## config.mk

```make
export PLATFORM = sky130hd
export DESIGN_NAME = motor_pwm_ctrl
export DESIGN_NICKNAME = d
export VERILOG_FILES = /design/src/rtl/motor_pwm_pkg.sv /design/src/rtl/pwm_period_counter.sv /design/src/rtl/motor_pwm_ctrl.sv
export SDC_FILE = /design/constraint.sdc
export NUM_CORES = 1
export LEC_CHECK = 0
export ABC_CLOCK_PERIOD_IN_PS = 3650
export CAP_MARGIN = 20
export CORE_ASPECT_RATIO = 1.4
export CORE_UTILIZATION = 53
export CTS_CLUSTER_DIAMETER = 80
export DETAILED_ROUTE_END_ITERATION = 16
export GPL_TIMING_DRIVEN = 0
export PLACE_DENSITY = 0.76
export SYNTH_ARGS = -nofsm -noshare
export SYNTH_HDL_FRONTEND = slang
export SYNTH_SLANG_ARGS = --single-unit
```

## constraint.sdc

```tcl
create_clock -name FPGA_clk -period 3.65 [get_ports FPGA_clk]
set_clock_uncertainty 0.1 [all_clocks]
set_input_delay 0.365 -clock FPGA_clk [delete_from_list [all_inputs] [get_ports FPGA_clk]]
set_output_delay 0.365 -clock FPGA_clk [all_outputs]
set_load 0.005 [all_outputs]
```

## src/rtl/motor_pwm_pkg.sv

```systemverilog
// rtl/motor_pwm_pkg.sv - shared types, constants and threshold helper for the motor PWM stage
// Contents:
//   ramp_state_t  : soft-start/soft-stop ramp state
//   MAX_LEVEL     : highest commandable speed level
//   level_to_thr  : speed level -> number of high cycles per PWM period
package motor_pwm_pkg;

   typedef enum logic [1:0] {
      IDLE,
      RAMP_UP,
      RAMP_DOWN,
      HOLD
   } ramp_state_t;

   localparam int MAX_LEVEL = 15;

   // PERIOD_CYCLES is a multiple of 15, so MAX_LEVEL maps to exactly one full period.
   function automatic int unsigned level_to_thr(input logic [3:0] level,
                                                input int unsigned period_cycles);
      return 32'(level) * (period_cycles / 32'(MAX_LEVEL));
   endfunction

endpackage

```

## src/rtl/pwm_period_counter.sv

```systemverilog
// rtl/pwm_period_counter.sv - free-running PWM period counter with boundary pulse
// Ports:
//   clk      : system clock
//   reset_n  : asynchronous active-low reset
//   clear    : synchronous clear; holds the count at 0 while high
//   count    : position within the period, 0..PERIOD_CYCLES-1
//   boundary : high on the last cycle of a period (count == PERIOD_CYCLES-1)
module pwm_period_counter #(
   parameter int PERIOD_CYCLES = 1000,
   parameter int CNT_W         = $clog2(PERIOD_CYCLES)
) (
   input  logic             clk,
   input  logic             reset_n,
   input  logic             clear,
   output logic [CNT_W-1:0] count,
   output logic             boundary
);

   localparam logic [CNT_W-1:0] LAST = CNT_W'(PERIOD_CYCLES - 1);

   // A cleared counter never reports a boundary, so nothing downstream steps while held.
   assign boundary = (count == LAST) && !clear;

   always_ff @(posedge clk or negedge reset_n) begin
      if (!reset_n) begin
         count <= '0;
      end else if (clear || boundary) begin
         count <= '0;
      end else begin
         count <= count + CNT_W'(1);
      end
   end

endmodule

```

## src/rtl/motor_pwm_ctrl.sv

```systemverilog
// rtl/motor_pwm_ctrl.sv - speed command latch, soft ramp and fixed-period PWM for the motor driver
// Ports:
//   FPGA_clk     : system clock
//   FPGA_reset_n : asynchronous active-low reset
//   cmd_data     : 4-bit speed command from the SPI slave
//   cmd_valid    : one-cycle strobe qualifying cmd_data
//   motor_enable : level enable; low stops the motor on the next edge
//   pwm_out      : registered PWM to the motor driver
//   level_out    : currently applied speed level
//   at_target    : applied level equals the latched target
module motor_pwm_ctrl
   import motor_pwm_pkg::*;
#(
   parameter int PERIOD_CYCLES = 1000,
   parameter int RAMP_PERIODS  = 64,
   parameter int CNT_W         = $clog2(PERIOD_CYCLES)
) (
   input  logic       FPGA_clk,
   input  logic       FPGA_reset_n,
   input  logic [3:0] cmd_data,
   input  logic       cmd_valid,
   input  logic       motor_enable,
   output logic       pwm_out,
   output logic [3:0] level_out,
   output logic       at_target
);

   localparam int THR_W  = CNT_W + 1;
   localparam int RAMP_W = (RAMP_PERIODS > 1) ? $clog2(RAMP_PERIODS) : 1;
   localparam logic [RAMP_W-1:0] RAMP_LAST = RAMP_W'(RAMP_PERIODS - 1);

   logic [CNT_W-1:0]  count;
   logic              boundary;
   logic              step_due;
   logic [RAMP_W-1:0] ramp_cnt;
   logic [3:0]        target;
   logic [3:0]        level;
   logic [3:0]        level_next;
   logic [THR_W-1:0]  thr;
   ramp_state_t       state;
   ramp_state_t       state_next;

   pwm_period_counter #(
      .PERIOD_CYCLES (PERIOD_CYCLES),
      .CNT_W         (CNT_W)
   ) u_period (
      .clk      (FPGA_clk),
      .reset_n  (FPGA_reset_n),
      .clear    (!motor_enable),
      .count    (count),
      .boundary (boundary)
   );

   assign step_due = boundary && (ramp_cnt == RAMP_LAST);

   // One extra bit so full scale (thr == PERIOD_CYCLES) keeps the output high on every count.
   assign thr = THR_W'(level_to_thr(level, PERIOD_CYCLES));

   // Step direction follows level vs target directly, so a reversal mid-ramp
   // takes effect on the very next step without waiting for a state change.
   always_comb begin
      level_next = level;
      if (step_due) begin
         if (target > level) begin
            level_next = level + 4'd1;
         end else if (target < level) begin
            level_next = level - 4'd1;
         end
      end

      if (level_next == target) begin
         state_next = (level_next == 4'd0) ? IDLE : HOLD;
      end else if (target > level_next) begin
         state_next = RAMP_UP;
      end else begin
         state_next = RAMP_DOWN;
      end
   end

   always_ff @(posedge FPGA_clk or negedge FPGA_reset_n) begin
      if (!FPGA_reset_n) begin
         ramp_cnt <= '0;
         target   <= '0;
         level    <= '0;
         state    <= IDLE;
         pwm_out  <= 1'b0;
      end else if (!motor_enable) begin
         // Target is retained so re-enabling ramps back toward the last command.
         ramp_cnt <= '0;
         level    <= '0;
         state    <= IDLE;
         pwm_out  <= 1'b0;
      end else begin
         if (cmd_valid) begin
            target <= cmd_data;
         end
         if (boundary) begin
            ramp_cnt <= (ramp_cnt == RAMP_LAST) ? '0 : ramp_cnt + RAMP_W'(1);
            level    <= level_next;
            state    <= state_next;
         end
         // IDLE always has level 0; the gate just makes the stopped output explicit.
         pwm_out <= (state != IDLE) && ({1'b0, count} < thr);
      end
   end

   assign level_out = level;
   assign at_target = (level == target);

endmodule

```

==> summary.txt, run 1 <==
Vias/cell - 6.11
top-area cell type share of the netlist area - 38.0%
critical path's most frequent cell - ha_1
Syn Inst Count - 185
Yosys reg bits - 27
postcts setup bufs - 0
Detail Placement HPWL - 3010 µm
die height - 70.5 µm
Hold Crit Start - u_period.count[0]$_DFF_PN0_
# IOs - 14
Worst setup SP type - register
first-pass GRT wire length - 6700 µm
TNS Setup - 0 ns
pwr dens - 295 nW/µm²
Port Buffers - 13
GRT Residual Overflow - 0
routed wire length - 3910 µm
Post-Syn Area - 1780 µm²
Area growth syn-to-layout - 13.5%
CP delay by family, top - compound AO/OA/AOI/OAI gates
FMAX - 299 MHz
status - complete, no violations
final hold violation count - 0
sequential share of the synthesized area - 38.0%
post-cts sizing count - 0
Post-synth EDFFs - 0
CTS H-tree lvls - 1
top cells by count, synth - dfrtp_1, ha_1, nand2_1, nor2_1
crit-path max FO - 7
Slew Limit Headroom - 43.9%
clock sink count - 27
# fillers - 273
slowest CP cell - dfrtp_1
worst slew pin tran - 0.838 ns
1st-iter DRT viols - 73
WP buf/inv - 1
placer congestion estimate - 0.829
Die Wd - 50.9 µm
area leader, netlist - dfrtp_1
VDD IR max - 0.232 mV
routed via count - 1,479
vias in the first global route - 1,468
clk buf depth - 2
Tmin final - 3.34 ns
number of remaining DRC errors - 0
largest cells by area after synthesis - dfrtp_1, ha_1, nand2_1
core area - 3150 µm²
top-count cell post-synth - dfrtp_1
Synth async-reset ratio - 100%
Hold Path Sink - u_period.count[0]$_DFF_PN0_
Hold-fix buffers, CTS - 0
Pins Over Slew Limit - 0
Num CTS Buffers - 3
Worst Path Arrival - 3.41 ns
largest net degree at the start of global routing - 18
Die Footprint - 3590 µm²
CP required - 3.72 ns
Starting Density - 56.3%
Inst Count DP - 238
worst-path cell chain - inv_1 -> ha_1 -> nor2b_1 -> o211ai_1 -> nand2_1 -> a21oi_1 -> nor2_1 -> xnor2_1 -> ha_1 -> nand4_1 -> a211oi_1 -> and2_4 -> a21oi_2
mean area per synthesized cell - 9.60 µm²
Setup Viol. Count Final - 0
CTS clk-pin slew, worst paths - 0.09 ns
drt pass-1 iters - 4
crit share post-route - 91.5%
hold crit path type - reg2reg
Yosys Warn Count - 0
Core Rows - 24
hold path cells - 1
reg2reg start - level_out[1]$_DFFE_PN0N_
routed wire length per instance - 16.2 µm
RSZ-0062 raised after global routing - false
Non-Filler Instances - 242
r2r setup slk - 0.31 ns
syn nets - 212
Final ANT Viol Nets - 0
Max-Cap Viols - 0
leakage power - 0.000863 µW
kind of critical path - reg2reg
Crit. End Element - register
clock root buffer - clkbuf_8
ratio of cells with drive above 1 in the final layout - 7.39%
library cells used by synthesis - 43
slowest stage delay, CP - 0.46 ns
All-Layer GR Usage - 25.0%
cell count of the worst reg-to-reg path - 13
initial antenna violation count - 0
ant diodes - 0
# nets final - 231
reg2reg end - state[1]$_DFFE_PN0N_
CTS tree - built
Synth Flop Type - dfrtp_1
crit path from - level_out[1]$_DFFE_PN0N_
clock latency on the worst-skew pair - 0.28 ns
cell type report:
type,count,area [µm²],share of cell area [%]
plain buffers,4,17.5,0.869
clock buffers,4,45.0,2.23
inverters,8,30.0,1.49
multi-input cells,146,1050,52.3
flip-flops and latches,27,676,33.5
well taps,39,48.8,2.42
repair buffers,14,145,7.20
cells by family (layout without fill, tap and decap cells):
| group | count (synthesis) | count (layout) | synth area share [%] |
|---|---|---|---|
| adder cells (fa/ha/maj) | 19 | 19 | 13.4 |
| flip-flops | 27 | 27 | 38.0 |
| buffers and inverters | 12 | 30 | 2.68 |
| XOR/XNOR | 12 | 12 | 5.92 |
| AND/OR/NAND/NOR | 71 | 71 | 22.1 |
| multiplexers | 6 | 6 | 3.73 |
| AO/OA/AOI/OAI | 38 | 38 | 14.2 |
worst max-delay path by stage:
stage,to,slack (ns),depth (start not counted)
final,state[1]$_DFFE_PN0N_,0.31,13
after global routing,state[0]$_DFFE_PN0N_,0.05,15
after CTS,state[1]$_DFFE_PN0N_,0.35,13
after detailed placement,state[1]$_DFFE_PN0N_,0.37,13
after global placement,state[0]$_DFFE_PN0N_,0.51,15
after floorplan,state[0]$_DFFE_PN0N_,0.71,15
layer usage:
layer	GRT usage, %	vias up	share of wire, %
met5	0	-	0
met4	12.3	0	2.2
met3	4.36	7	3.5
met2	42.5	44	54
met1	29.5	723	41
li1	-	705	-
cells in the final DEF, fill, tap and decap left out, types with 2 or more instances in the layout:
cell type / netlist / layout
and3_1: 5 / 5
or3_1: 3 / 3
a31oi_1: 3 / 3
a21oi_1: 8 / 8
nand4_1: 6 / 6
and2_4: 2 / 2
clkdlybuf4s50_1: 0 / 13
xnor2_1: 6 / 6
nand2b_1: 4 / 4
nor2b_1: 5 / 5
and2_1: 6 / 6
nand3_1: 7 / 7
clkbuf_8: 0 / 3
nor2_1: 10 / 10
buf_2: 2 / 2
clkbuf_1: 2 / 3
a21o_1: 5 / 5
xor2_1: 6 / 6
nor3_1: 2 / 2
mux2_2: 4 / 4
dfrtp_1: 27 / 27
inv_1: 8 / 8
o21ai_0: 7 / 7
a211oi_1: 2 / 2
nand2_1: 17 / 17
ha_1: 19 / 19
worst reg2reg max path: stages, from the launching register on:
cell and delay [ns]:
dfrtp_1 0.46, inv_1 0.15, ha_1 0.32, nor2b_1 0.14, o211ai_1 0.29, nand2_1 0.20, a21oi_1 0.33, nor2_1 0.12
xnor2_1 0.16, ha_1 0.31, nand4_1 0.15, a211oi_1 0.26, and2_4 0.19, a21oi_2 0.05
power by group:
part	leakage (µW)	switching (µW)	internal, µW
logic	0.000474	56.7	48.6
clock network	0.0000228	92.3	78.4
registers	0.000366	10.4	308
state kept, by name (all words and copies together) (netlist names):
signal,count
ramp_cnt,6
pwm_out,1
state,2
level_out,4
u_period.count,10
target,4
stage by stage:
| step | hold WS (ns) | total power (µW) | setup WS [ns] | utilization, % | area (µm²) |
|---|---|---|---|---|---|
| 2_1_floorplan | -0.0306 | 388 | 0.706 | - | 1780 |
| 3_3_place_gp | 0.380 | 418 | 0.509 | 62.0 | 1960 |
| 3_5_place_dp | 0.388 | 429 | 0.369 | 62.5 | 1970 |
| 4_1_cts | 0.401 | 602 | 0.355 | 63.9 | 2020 |
| 5_1_grt | 0.441 | 626 | 0.0462 | 63.9 | 2020 |
| 6_report | 0.400 | 595 | 0.309 | 63.9 | 2020 |
No activity file was read; power rests on OpenSTA's default activity.
==> run 2, diff against run 1 <==
--- a/config.mk
+++ b/config.mk
@@ -5,14 +5,15 @@
 export SDC_FILE = /design/constraint.sdc
 export NUM_CORES = 1
 export LEC_CHECK = 0
-export ABC_CLOCK_PERIOD_IN_PS = 3650
+export ABC_CLOCK_PERIOD_IN_PS = 3900
 export CAP_MARGIN = 20
 export CORE_ASPECT_RATIO = 1.4
 export CORE_UTILIZATION = 53
 export CTS_CLUSTER_DIAMETER = 80
 export DETAILED_ROUTE_END_ITERATION = 16
+export DONT_BUFFER_PORTS = 1
 export GPL_TIMING_DRIVEN = 0
-export PLACE_DENSITY = 0.76
+export PLACE_DENSITY = 0.7
 export SYNTH_ARGS = -nofsm -noshare
 export SYNTH_HDL_FRONTEND = slang
 export SYNTH_SLANG_ARGS = --single-unit
==> constraint.sdc (replaced) <==
create_clock -name FPGA_clk -period 3.9 [get_ports FPGA_clk]
set_clock_uncertainty 0.1 [all_clocks]
set_input_delay 0.39 -clock FPGA_clk [delete_from_list [all_inputs] [get_ports FPGA_clk]]
set_output_delay 0.39 -clock FPGA_clk [all_outputs]
set_load 0.005 [all_outputs]
==> summary.txt, run 2 (synthesized netlist as in run 1, its figures left out) <==
1st-iter DRT viols - 26 (-64%)
clock sink count - 27 (unchanged)
pwr dens - 289 nW/µm² (-2.2%)
VDD IR max - 0.282 mV (+22%)
ant diodes - 0 (unchanged)
CTS tree - built
# IOs - 14 (unchanged)
crit share post-route - 87.1% (-4.5 points)
clock latency on the worst-skew pair - 0.27 ns (about the same)
commonest non-fill, non-tap cell in the layout - dfrtp_1
All-Layer GR Usage - 23.9% (-1.1 points)
Die Wd - 50.9 µm (unchanged)
Pins Over Slew Limit - 0 (unchanged)
Worst Path Arrival - 3.45 ns (+0.04 ns)
Crit. End Element - register
Core Rows - 24 (unchanged)
Vias/cell - 6.14 (+0.52%)
Slew Limit Headroom - 69.7% (+26 points)
dpl cell area - 1830 µm² (-7.4%)
Final ANT Viol Nets - 0 (unchanged)
clk buf depth - 2 (unchanged)
pre-CTS setup slack - 0.551 ns (+0.183 ns)
Detail Placement HPWL - 2950 µm (-2.1%)
Worst setup SP type - register
Regs by FF count - u_period.count x10, ramp_cnt x6
number of remaining DRC errors - 0 (unchanged)
worst slew pin tran - 0.455 ns (-0.384 ns)
routed via count - 1,413 (-4.5%)
Final Worst Setup Slack - 0.504 ns (+0.195 ns)
hold crit path type - in2reg
Starting Density - 56.3% (unchanged)
kind of critical path - reg2reg
Area growth syn-to-layout - 7.04%
final hold violation count - 0 (unchanged)
vias in the first global route - 1,496 (+1.9%)
most frequent cells in the layout - dfrtp_1, ha_1, nand2_1
# fillers - 269 (-1.5%)
CP required - 3.96 ns (+0.24 ns)
initial antenna violation count - 0 (unchanged)
post-cts sizing count - 0 (unchanged)
Tmin final - 3.40 ns (+0.0550 ns)
GRT Residual Overflow - 0 (unchanged)
placer congestion estimate - 0.796 (-4.0%)
leakage power - 0.000824 µW (-4.5%)
RSZ-0062 raised after global routing - false
Max-Cap Viols - 0 (unchanged)
CTS H-tree lvls - 1 (unchanged)
CTS clk-pin slew, worst paths - 0.10 ns (about the same)
# nets final - 219 (-5.2%)
routed wire length per instance - 17.2 µm (+6.2%)
die height - 70.5 µm (unchanged)
crit-path max FO - 7 (unchanged)
Setup Viol. Count Final - 0 (unchanged)
Num CTS Buffers - 3 (unchanged)
ratio of cells with drive above 1 in the final layout - 8.38% (+0.99 points)
largest net degree at the start of global routing - 28 (+10)
status - complete, no violations
FMAX - 294 MHz (-1.6%)
core area - 3150 µm² (unchanged)
routed wire length - 3950 µm (+0.97%)
Top reg by flops - u_period.count
clock root buffer - clkbuf_8
drt pass-1 iters - 4 (unchanged)
Port Buffers - 0 (-13)
fin area - 1900 µm² (-5.6%)
Die Footprint - 3590 µm² (unchanged)
Largest register FFs - 10 (unchanged)
first-pass GRT wire length - 6520 µm (-2.7%)
TNS Setup - 0 ns (unchanged)
run 2: repair_timing:
action / 4_1_cts / 5_1_grt
setup buffers: 0 / 0
hold buffers: 2 / 0
hold endpoints to repair: 27 / 0
run 2: stage by stage:
step / utilization (%) / power [µW] / cells / hold slack [ns]
6_report: 60.3 / 549 / 230 / 0.159
5_1_grt: 60.3 / 574 / 230 / 0.157
4_1_cts: 60.3 / 552 / 230 / 0.156
3_5_place_dp: 57.9 / 383 / 224 / -0.00458
3_3_place_gp: 57.9 / 377 / 224 / -0.00466
2_1_floorplan: - / 363 / 185 / -0.00559
run 2: worst paths after layout:
| check | from | end | slack [ns] | cells past startpoint |
|---|---|---|---|---|
| max | level_out[1]$_DFFE_PN0N_ | state[0]$_DFFE_PN0N_ | 0.50 | 15 |
| max reg2reg | level_out[1]$_DFFE_PN0N_ | state[0]$_DFFE_PN0N_ | 0.50 | 15 |
| min reg2reg | u_period.count[0]$_DFF_PN0_ | u_period.count[0]$_DFF_PN0_ | 0.40 | 1 |
| min in group asynchronous | FPGA_reset_n | target[2]$_DFFE_PN0P_ | 0.44 | 2 |
| max in group asynchronous | FPGA_reset_n | u_period.count[5]$_DFF_PN0_ | 3.09 | 2 |
| min | cmd_data[0] | target[0]$_DFFE_PN0P_ | 0.16 | 1 |
run 2: final cells by class:
type / count / area, µm² / share of cell area (%)
multi-input cells: 146 / 1050 / 55.4
flip-flops and latches: 27 / 676 / 35.5
inverters: 8 / 30.0 / 1.58
clock inverters: 1 / 5.00 / 0.263
repair buffers: 2 / 30.0 / 1.58
well taps: 39 / 48.8 / 2.57
clock buffers: 3 / 41.3 / 2.17
plain buffers: 4 / 17.5 / 0.921
run 2: metal layers:
layer / global-route usage [%] / part of all wire (%) / routed length [µm] / vias up
li1: - / - / - / 676
met1: 26.3 / 40 / 1600 / 710
met2: 45.5 / 56 / 2220 / 20
met3: 3.27 / 1.9 / 74 / 7
met4: 7.10 / 1.4 / 54 / 0
met5: 0 / 0 / 0 / -
run 2: power breakdown:
group / internal [µW] / leakage [µW] / total [µW] / switching, µW
logic: 39.1 / 0.000432 / 89.4 / 50.3
registers: 288 / 0.000366 / 298 / 10.1
clock network: 71.6 / 0.0000255 / 161 / 89.3
run 2: critical path, cell delays in order (launching register included):
cell and delay (ns):
dfrtp_1 0.48, inv_1 0.17, ha_1 0.34, nor2b_1 0.15, o211ai_1 0.23, nand2_1 0.16
a21oi_1 0.32, nor2_1 0.12, xnor2_1 0.23, ha_1 0.29, o21ai_0 0.10, nand2b_1 0.09
a21oi_1 0.23, a21oi_1 0.10, a21oi_1 0.13, a31oi_1 0.06
==> run 3, diff against run 2 <==
--- a/config.mk
+++ b/config.mk
@@ -12,7 +12,6 @@
 export CTS_CLUSTER_DIAMETER = 80
 export DETAILED_ROUTE_END_ITERATION = 16
 export DONT_BUFFER_PORTS = 1
-export GPL_TIMING_DRIVEN = 0
 export PLACE_DENSITY = 0.7
 export SYNTH_ARGS = -nofsm -noshare
 export SYNTH_HDL_FRONTEND = slang
==> summary.txt, run 3 (synthesized netlist as in run 1, its figures left out) <==
Regs by FF count - u_period.count x10, ramp_cnt x6
WP depth - 15 (unchanged)
leakage power - 0.000816 µW (-0.91%)
largest net degree at the start of global routing - 28 (unchanged)
post-cts sizing count - 0 (unchanged)
CP required - 3.95 ns (about the same)
clock latency on the worst-skew pair - 0.28 ns (about the same)
Crit. End Element - register
hold crit path type - in2reg
Area growth syn-to-layout - 6.41%
Die Wd - 50.9 µm (unchanged)
# fillers - 297 (+10%)
Max-Cap Viols - 0 (unchanged)
initial antenna violation count - 0 (unchanged)
Slew Limit Headroom - 73.0% (+3.3 points)
Port Buffers - 0 (unchanged)
cell count of the worst reg-to-reg path - 15 (unchanged)
Largest register FFs - 10 (unchanged)
Worst Path Arrival - 3.41 ns (-0.04 ns)
1st-iter DRT viols - 32 (+23%)
kind of critical path - reg2reg
routed via count - 1,389 (-1.7%)
RSZ-0062 raised after global routing - false
Clock Power Share - 30.1% (+0.8 points)
drt pass-1 iters - 4 (unchanged)
slowest CP cell - dfrtp_1
Seq. cell area - 676 µm² (unchanged)
clk buf depth - 2 (unchanged)
Die Footprint - 3590 µm² (unchanged)
sequential power share - 54.2% (-0.2 points)
placer congestion estimate - 0.793 (-0.39%)
TNS Setup - 0 ns (unchanged)
Detail Placement HPWL - 2880 µm (-2.1%)
Final ANT Viol Nets - 0 (unchanged)
critical path's most frequent cell - a21oi_1
crit-path max FO - 7 (unchanged)
CTS tree - built
core area - 3150 µm² (unchanged)
All-Layer GR Usage - 24.2% (+0.29 points)
Net Sw Frac - 27.1% (-0.17 points)
Vias/cell - 6.12 (-0.40%)
final hold violation count - 0 (unchanged)
CTS H-tree lvls - 1 (unchanged)
Top reg by flops - u_period.count
clock sink count - 27 (unchanged)
ratio of cells with drive above 1 in the final layout - 7.45% (-0.93 points)
Final Worst Setup Slack - 0.538 ns (+0.0340 ns)
pre-CTS setup slack - 0.603 ns (+0.0519 ns)
Setup Viol. Count Final - 0 (unchanged)
worst slew pin tran - 0.399 ns (-0.0552 ns)
routed wire length per instance - 16.9 µm (-1.6%)
Starting Density - 56.3% (unchanged)
most frequent cells in the layout - dfrtp_1, ha_1, nand2_1
multi-input combinational cell area - 1050 µm² (unchanged)
WP buf/inv - 1 (unchanged)
Tmin final - 3.36 ns (-0.0340 ns)
hold path cells - 1 (unchanged)
Core Rows - 24 (unchanged)
worst-path cell chain - inv_1 -> ha_1 -> nor2b_1 -> o211ai_1 -> nand2_1 -> a21oi_1 -> nor2_1 -> xnor2_1 -> ha_1 -> o21ai_0 -> nand2b_1 -> a21oi_1 -> a21oi_1 -> a21oi_1 -> a31oi_1
number of remaining DRC errors - 0 (unchanged)
crit share post-route - 86.2% (-0.87 points)
GRT Residual Overflow - 0 (unchanged)
VDD IR max - 0.234 mV (-17%)
pwr dens - 291 nW/µm² (+0.81%)
first-pass GRT wire length - 6650 µm (+2.0%)
slowest stage delay, CP - 0.47 ns (about the same)
status - complete, no violations
Logic pwr share - 15.7% (-0.6 points)
# IOs - 14 (unchanged)
routed wire length - 3830 µm (-2.9%)
clock root buffer - clkbuf_8
CTS clk-pin slew, worst paths - 0.10 ns (about the same)
Net Switching - 149 µW (-0.42%)
die height - 70.5 µm (unchanged)
FMAX - 297 MHz (+1.0%)
Pint - 401 µW (+0.45%)
CP delay by family, top - compound AO/OA/AOI/OAI gates
Num CTS Buffers - 3 (unchanged)
Pins Over Slew Limit - 0 (unchanged)
vias in the first global route - 1,469 (-1.8%)
commonest non-fill, non-tap cell in the layout - dfrtp_1
Worst setup SP type - register
ant diodes - 0 (unchanged)
Total Power - 550 µW (+0.21%)
# nets final - 216 (-1.4%)
run 3: stage by stage:
| step | utilization, % | area [µm²] | cells | hold WS (ns) |
|---|---|---|---|---|
| floorplan | - | 1780 | 185 | -0.00559 |
| CTS | 60.0 | 1890 | 227 | 0.133 |
| global route | 60.0 | 1890 | 227 | 0.132 |
| global placement | 57.6 | 1820 | 221 | -0.00510 |
| detailed placement | 57.6 | 1820 | 221 | -0.00504 |
| finish | 60.0 | 1890 | 227 | 0.130 |
run 3: area by class of cell:
type	instances	area share, %
Timing Repair Buffer	3	1.99
Inverter	8	1.59
Clock buffer	4	2.38
Sequential cell	27	35.7
Multi-Input combinational cell	146	55.7
Tap cell	39	2.58
run 3: worst paths after layout:
| path | end | slack (ns) | from |
|---|---|---|---|
| max in group asynchronous | u_period.count[3]$_DFF_PN0_ | 3.08 | FPGA_reset_n |
| min reg2reg | u_period.count[0]$_DFF_PN0_ | 0.41 | u_period.count[0]$_DFF_PN0_ |
| min | u_period.count[2]$_DFF_PN0_ | 0.13 | motor_enable |
| max | state[0]$_DFFE_PN0N_ | 0.54 | level_out[1]$_DFFE_PN0N_ |
| max reg2reg | state[0]$_DFFE_PN0N_ | 0.54 | level_out[1]$_DFFE_PN0N_ |
| min in group asynchronous | level_out[2]$_DFFE_PN0N_ | 0.45 | FPGA_reset_n |
run 3: per-layer routing:
layer	wire, µm	track usage, %
met5	0	0
met4	76	8.64
met3	67	2.61
met2	2080	45.0
met1	1600	27.3
run 3: worst register-to-register path, cell delays in order, from the launching register on:
cell	delay, ns
dfrtp_1	0.47
inv_1	0.16
ha_1	0.34
nor2b_1	0.14
o211ai_1	0.22
nand2_1	0.17
a21oi_1	0.31
nor2_1	0.12
xnor2_1	0.24
ha_1	0.29
o21ai_0	0.09
nand2b_1	0.08
a21oi_1	0.20
a21oi_1	0.09
a21oi_1	0.15
a31oi_1	0.07
run 3: timing repair:
| item | CTS | global route |
|---|---|---|
| hold endpoints to repair | 27 | 0 |
| setup buffers | 0 | 0 |
| hold buffers | 2 | 0 |
run 3: power groups by stage:
stage / Clock [µW] / Sequential, µW / Combinational [µW]
after floorplan: 0 / 300 / 63.3
after global placement: 0 / 304 / 71.1
after detailed placement: 0 / 304 / 76.1
after CTS: 168 / 298 / 85.9
after global routing: 176 / 299 / 98.6
final: 165 / 298 / 86.5
